**src/rtl/serial_ripple_subtractor_pkg.sv**
```systemverilog
// Shared definitions for the bit-serial datapath blocks: FSM state encoding
// and the counter-width helper.
package serial_ripple_subtractor_pkg;

   typedef enum logic [1:0] {
      IDLE  = 2'd0,
      SHIFT = 2'd1,
      DONE  = 2'd2
   } state_e;

   // Ceiling log2, never less than 1 so a counter always has at least one bit.
   function automatic int clog2(input int value);
      int width;
      width = 1;
      while ((1 << width) < value) width++;
      return width;
   endfunction

endpackage

```
**src/rtl/serial_ripple_subtractor_full_subtractor.sv**
```systemverilog
// One-bit full subtractor cell: diff = a - b - bin, with borrow out.
// Subtract-direction twin of the full_adder cell.
module full_subtractor (
   input  logic a,
   input  logic b,
   input  logic bin,
   output logic diff,
   output logic bout
);

   assign diff = a ^ b ^ bin;
   assign bout = (~a & b) | (~(a ^ b) & bin);

endmodule

```
**src/rtl/serial_ripple_subtractor.sv**
```systemverilog
// Bit-serial subtractor: D = A - B computed LSB first, one bit per clock,
// behind a start/ready/done handshake with registered results.
module serial_ripple_subtractor
   import serial_ripple_subtractor_pkg::*;
#(
   parameter int WIDTH = 4
) (
   input  logic             clk,
   input  logic             rst_n,
   input  logic             start,
   input  logic [WIDTH-1:0] A,
   input  logic [WIDTH-1:0] B,
   output logic             ready,
   output logic             done,
   output logic [WIDTH-1:0] D,
   output logic             Bout,
   output logic             zero
);

   localparam int CNT_W = clog2(WIDTH);
   localparam logic [CNT_W-1:0] LAST_BIT = CNT_W'(WIDTH - 1);

   state_e             state_q, state_d;
   logic [WIDTH-1:0]   opa_q, opa_d;
   logic [WIDTH-1:0]   opb_q, opb_d;
   logic [WIDTH-1:0]   res_q, res_d;
   logic               borrow_q, borrow_d;
   logic [CNT_W-1:0]   cnt_q, cnt_d;
   logic               ready_q, ready_d;
   logic               done_q, done_d;
   logic [WIDTH-1:0]   d_q, d_d;
   logic               bout_q, bout_d;
   logic               zero_q, zero_d;

   logic               fs_diff;
   logic               fs_bout;

   full_subtractor u_full_subtractor (
      .a    (opa_q[0]),
      .b    (opb_q[0]),
      .bin  (borrow_q),
      .diff (fs_diff),
      .bout (fs_bout)
   );

   always_comb begin
      // NOTE: every _d gets a hold default first, so no path leaves a signal unassigned and no latch is inferred.
      state_d  = state_q;
      opa_d    = opa_q;
      opb_d    = opb_q;
      res_d    = res_q;
      borrow_d = borrow_q;
      cnt_d    = cnt_q;
      done_d   = 1'b0;
      d_d      = d_q;
      bout_d   = bout_q;
      zero_d   = zero_q;

      case (state_q)
         IDLE: begin
            if (start) begin
               opa_d    = A;
               opb_d    = B;
               borrow_d = 1'b0;
               cnt_d    = '0;
               state_d  = SHIFT;
            end
         end
         SHIFT: begin
            res_d    = {fs_diff, res_q[WIDTH-1:1]};
            opa_d    = opa_q >> 1;
            opb_d    = opb_q >> 1;
            borrow_d = fs_bout;
            cnt_d    = cnt_q + 1'b1;
            if (cnt_q == LAST_BIT) state_d = DONE;
         end
         DONE: begin
            // Publish the finished difference; done rises together with it.
            done_d  = 1'b1;
            d_d     = res_q;
            bout_d  = borrow_q;
            zero_d  = (res_q == '0);
            state_d = IDLE;
         end
         default: state_d = IDLE;
      endcase

      ready_d = (state_d == IDLE);
   end

   // NOTE: sequential state uses non-blocking assignments only, so all flops update from pre-edge values.
   always_ff @(posedge clk or negedge rst_n) begin
      if (!rst_n) begin
         state_q  <= IDLE;
         opa_q    <= '0;
         opb_q    <= '0;
         res_q    <= '0;
         borrow_q <= 1'b0;
         cnt_q    <= '0;
         ready_q  <= 1'b1;
         done_q   <= 1'b0;
         d_q      <= '0;
         bout_q   <= 1'b0;
         zero_q   <= 1'b0;
      end else begin
         state_q  <= state_d;
         opa_q    <= opa_d;
         opb_q    <= opb_d;
         res_q    <= res_d;
         borrow_q <= borrow_d;
         cnt_q    <= cnt_d;
         ready_q  <= ready_d;
         done_q   <= done_d;
         d_q      <= d_d;
         bout_q   <= bout_d;
         zero_q   <= zero_d;
      end
   end

   assign ready = ready_q;
   assign done  = done_q;
   assign D     = d_q;
   assign Bout  = bout_q;
   assign zero  = zero_q;

endmodule
```
**config.mk**
```make
export PLATFORM = sky130hd
export DESIGN_NAME = serial_ripple_subtractor
export DESIGN_NICKNAME = d
export VERILOG_FILES = /design/src/rtl/serial_ripple_subtractor_pkg.sv /design/src/rtl/serial_ripple_subtractor_full_subtractor.sv /design/src/rtl/serial_ripple_subtractor.sv
export SDC_FILE = /design/constraint.sdc
export NUM_CORES = 1
export LEC_CHECK = 0
export BUFFER_PORTS_ARGS = -buffer_cell sky130_fd_sc_hd__buf_2
export CAP_MARGIN = 20
export CORE_MARGIN = 5
export CORE_UTILIZATION = 47
export CTS_BUF_LIST = sky130_fd_sc_hd__clkbuf_8
export DETAILED_ROUTE_END_ITERATION = 10
export GPL_TIMING_DRIVEN = 0
export PLACE_DENSITY = 0.65
export SLEW_MARGIN = 40
export SYNTH_ARGS = -nofsm -noshare
export SYNTH_HDL_FRONTEND = slang
export SYNTH_SLANG_ARGS = --single-unit
export TNS_END_PERCENT = 30
```
**constraint.sdc**
```tcl
create_clock -name clk -period 1.3 [get_ports clk]
set_input_delay 0.195 -clock clk [delete_from_list [all_inputs] [get_ports clk]]
set_output_delay 0.195 -clock clk [all_outputs]
set_load 0.02 [all_outputs]
```
# Word level (Yosys, flattened, before mapping)

Cells that the tools add are included.

Output and inout port bits: 8
Flip-flop bits (word level): 25

Mux-type cells: 12
Bitwise operators: 7
Add/subtract/negate cells: 1
Reductions and logical operators: 5
Equal/unequal tests: 4

Operators by type and width:

| operator              | count |
|---|---|
| $pmux W4 S2           | 2 |
| $mux W4               | 2 |
| $pmux W2 S2           | 2 |
| $mux W2               | 3 |
| $eq A2 B2 Y1 const B  | 2 |
| $logic_not A2 Y1      | 2 |
| $logic_not A4 Y1      | 1 |
| $add A2 B1 Y2 const B | 1 |
| $and A1 B1 Y1         | 2 |
| $eq A2 B1 Y1 const B  | 1 |
| $mux W1               | 2 |
| $ne A2 B2 Y1 const B  | 1 |
| $not A1 Y1            | 2 |
| $pmux W1 S2           | 1 |
| $reduce_and A2 Y1     | 1 |
| $reduce_bool A2 Y1    | 1 |
| $xor A1 B1 Y1         | 2 |
| $or A1 B1 Y1          | 1 |

# Depth between registers and ports, before layout

Word-level depth: 5
Depth in mapped cells: 4
Gate-level depth less buffers: 3

# Cells and area by module

From an unflattened synthesis, not the netlist that was laid out.

Cells, all modules: 94
Area, all modules: 1041.0 sq um

Modules (own cells, without submodules):

| module                   | times used | area each (sq um) | cells an instance |
|---|---|---|---|
| serial_ripple_subtractor | 1          | 1009.7            | 90 |
| full_subtractor          | 1          | 31.3              | 4 |

# Worst setup path after synthesis

OpenSTA, ideal clock, no wires.

Path kind: reg-to-reg
From: register state_q[0]
To: register bout_q (netlist: Bout)
Data arrival time: 1031 ps
Clock period less this slack: 1156 ps
Stages on the path, launching flop included: 4
Required time: 1175 ps
Path slack: 144 ps
Path buffers: 1
Path through: dfrtp_1 -> nand2b_1 -> buf_2 -> mux2_2

Word-level cells in the longest chain between the ends: 1

RTL lines:

| what                     | RTL line                        | RTL |
|---|---|---|
| start: declaration       | serial_ripple_subtractor.sv:23  | `state_e state_q, state_d;` |
| start signal: assignment | serial_ripple_subtractor.sv:106 | `state_q <= state_d;` |
| $eq A2 B2 Y1             | serial_ripple_subtractor.sv:59  | `case (state_q)` |
| end signal: assignment   | serial_ripple_subtractor.sv:115 | `bout_q <= bout_d;` |
| end: declaration         | serial_ripple_subtractor.sv:32  | `logic bout_q, bout_d;` |

No other way between the ends.
A chain may end at the register's enable or synchronous reset.

# Worst setup path after layout

From: register state_q[0]
To: register opb_q[1]

Word-level cells in the longest chain between the ends: 3
Elaborated cells on any way between the ends: 6

RTL lines:

| what                                                         | RTL line                        | RTL |
|---|---|---|
| $eq A2 B1 Y1 or $logic_not A2 Y1 (tied branches)             | serial_ripple_subtractor.sv:59  |  |
| $reduce_bool A2 Y1 (no line) or $ne A2 B2 Y1 (tied branches) | -                               |  |
| $reduce_and A2 Y1 (no line)                                  | -                               |  |
| end signal: assignment                                       | serial_ripple_subtractor.sv:108 | `opb_q <= opb_d;` |
| end: declaration                                             | serial_ripple_subtractor.sv:25  | `logic [WIDTH-1:0] opb_q, opb_d;` |

Several ways; a longest one is shown, not always the timed one.

==> impl_metrics.tcl <==
set metrics [dict create \
    grt_usage_pct 12.0 \
    syn-instance-count 81 \
    dp_hpwl_mm 1.27 \
    p_leak_nw 0.628 \
    vdd.ir_drop.worst_mv 1.43 \
    worst_path_max_delay_cell "dfrtp_2" \
    async_flop_share_pct 100 \
    power_mw 3.16 \
    drive_gt1_share_pct 42.9 \
    cp.depth 3 \
    yosysUniqueCellTypes 22 \
    io_buffers 18 \
    synth_common_cells "24 x dfrtp_1, 10 x inv_1, 10 x mux2_2" \
    final_area_um2 1260 \
    htreeDepth 1 \
    worst-endpoint-required_ns 1.45 \
    start_kind "flop" \
    nets 119 \
    synth_ff_type "dfrtp_1" \
    cpPeakStageDelay_ns 0.46 \
    ys_warn_count 0 \
    drtIter0Drc 25 \
    outcome "finished clean" \
    ff2ff_setup_slack_ns 0.08 \
    critPathArrivalTime_ns 1.37 \
    grt_max_degree 26 \
    setup_viol 0 \
    final_util_pct 57.5 \
    wl_mm 1.80 \
    reg2regPathDepth 3 \
    hold_slack_ns 0.206 \
    seq_area_frac_synth_pct 58.7 \
    clk_transition_reported_paths_ns 0.08 \
    grt_pass1_wl_mm 3.15 \
    cts.sinks 25 \
    gp_congestion 0.664 \
    grt_remaining_overflow 0 \
    r2r-end "opb_q[1]" \
    initial_core_util_pct 48.8 \
    synth.most_common_cell "dfrtp_1" \
    cts_tree "built" \
    crit_chain "nor2b_4, buf_6, a222oi_1" \
    synth.net_count 94 \
    fin_skew_ns 0.00132 \
    worstSetupPathType "flop to flop" \
    die-width_um 57.7 \
    syn-mean-instance-area_um2 13.2 \
    hp-class "primary input to flop" \
    synth-xor-area-share_pct 0 \
    max_freq_mhz 822 \
    finalHoldViolCount 0 \
    drtPass1Iterations 4 \
    cts_buffers 3 \
    hold_depth 3 \
    synth_top_area_share_pct 56.2 \
    die_height_um 57.7 \
    yosys.area_share.simple_pct 8.31 \
    placed_cell_area_um2 1190 \
    slew_viol_final 0 \
    synthAdderAreaFrac_pct 3.04 \
    grt_setup_unrepaired "no" \
    cp-startpoint "state_q[0]" \
    grt_antenna_before_repair 0 \
    ios 19 \
    synth_compound_gate_area_share_pct 11.4 \
    cp-end-kind "flop" \
    grt_pass1_vias 732 \
    root_buffer "clkbuf_8" \
    ys_ff_latch 25 \
    synth.area.mux_share_pct 11.5 \
    maxCapViolCount 0 \
    cp_top_family "flip-flops" \
    worst_pin_slew_ns 0.555 \
    cellPowerDensity_nw_per_um2 2510 \
    maxSlewHeadroom_pct 63.0 \
    synth_top_family_by_area "multiplexers" \
    core_area_um2 2190 \
    syn_area_um2 1070 \
    layout_min_cycle_time_ns 1.22 \
    critPathBufInv 1 \
    vias 694 \
    area.growth.synth_to_final_pct 17.8 \
    via_per_inst 5.22 \
    die_area_um2 3330 \
    yosysTopAreaCell "dfrtp_1" \
    wl_per_cell_um 13.6 \
    synth_area_leaders "dfrtp_1 56%, mux2_2 11%, a222oi_1 5.6%" \
    diodes 0 \
    drc 0 \
    insertion_delay_ns 0.26 \
    endpoint "opb_q[1]" \
    fin_tns_setup_ns 0 \
    post-route-period-util_pct 93.6 \
    synth_edf_count 0 \
    ant_nets 0 \
    cp_max_fo 10 \
    clk_path_buf_depth 2 \
    rows 17 \
    rr_startpoint "state_q[0]" \
]
worst min-delay path by stage:
stage	startpoint	end	slack, ns
after global placement	rst_n	D[3]	0.21
final	A[3]	opa_q[3]	0.21
after global routing	A[3]	opa_q[3]	0.22
after detailed placement	rst_n	D[0]	0.21
after CTS	A[3]	opa_q[3]	0.21
after floorplan	rst_n	Bout	-0.10
state kept, by name (all words and copies together) (netlist names):
| register | flops |
|---|---|
| opb_q | 4 |
| state_q | 2 |
| opa_q | 4 |
| cnt_q | 2 |
| borrow_q | 1 |
| D | 4 |
| done | 1 |
| res_q | 4 |
| ready | 1 |
| Bout | 1 |
| zero | 1 |
area by class of cell:
class,count,area [µm²]
clock inverter,1,5.00
timing repair buffer,20,108
multi-input combinational,42,365
fill,189,932
buffer,4,38.8
tap,28,35.0
inverter,10,37.5
clock buffer,3,41.3
sequential,25,628
per-layer routing:
| metal | wire length [µm] | global-route usage (%) |
|---|---|---|
| met2 | 867 | 20.6 |
| met3 | 73 | 2.67 |
| met5 | 0 | 0 |
| met1 | 836 | 15.0 |
| met4 | 25 | 3.97 |
worst register-to-register path: stages (launching register included):
cell and delay (ns):
dfrtp_2 0.46, nor2b_4 0.17, buf_6 0.14, a222oi_1 0.34
logic make-up after synthesis:
family | after synthesis
DFF | 25
and+or+nand+nor | 17
buffers and inverters | 14
AOI/OAI and AO/OA | 12
muxes | 11
adders and majority gates | 2
metrics by stage:
step | cells | setup slack, ns
6_report | 133 | 0.0836
5_1_grt | 133 | 0.00393
4_1_cts | 132 | 0.0130
3_5_place_dp | 127 | 0.0272
3_3_place_gp | 127 | 0.0311
2_1_floorplan | 81 | 0.144
repair_timing:
action | in CTS | in global routing
endpoints found under the hold margin | 24 | 0
hold buffers | 1 | 0
setup endpoints to repair | 0 | 10
buffers inserted | 0 | 1
gates resized for setup | 0 | 1
layout by cell type, fill, tap and decap left out, types with 2 or more instances in the layout:
cell type	n
nor2_1	6
inv_1	10
mux2_2	10
a22o_2	2
dfrtp_1	23
a222oi_1	6
clkbuf_8	3
o221ai_1	2
buf_6	3
nand2_1	4
buf_2	19
or2_2	2
report_power, final:
group	internal, mW	switching [mW]	total (mW)
clock network	0.214	0.238	0.452
logic	0.702	0.643	1.34
registers	1.15	0.209	1.36
No activity file was read; power rests on OpenSTA's default activity.
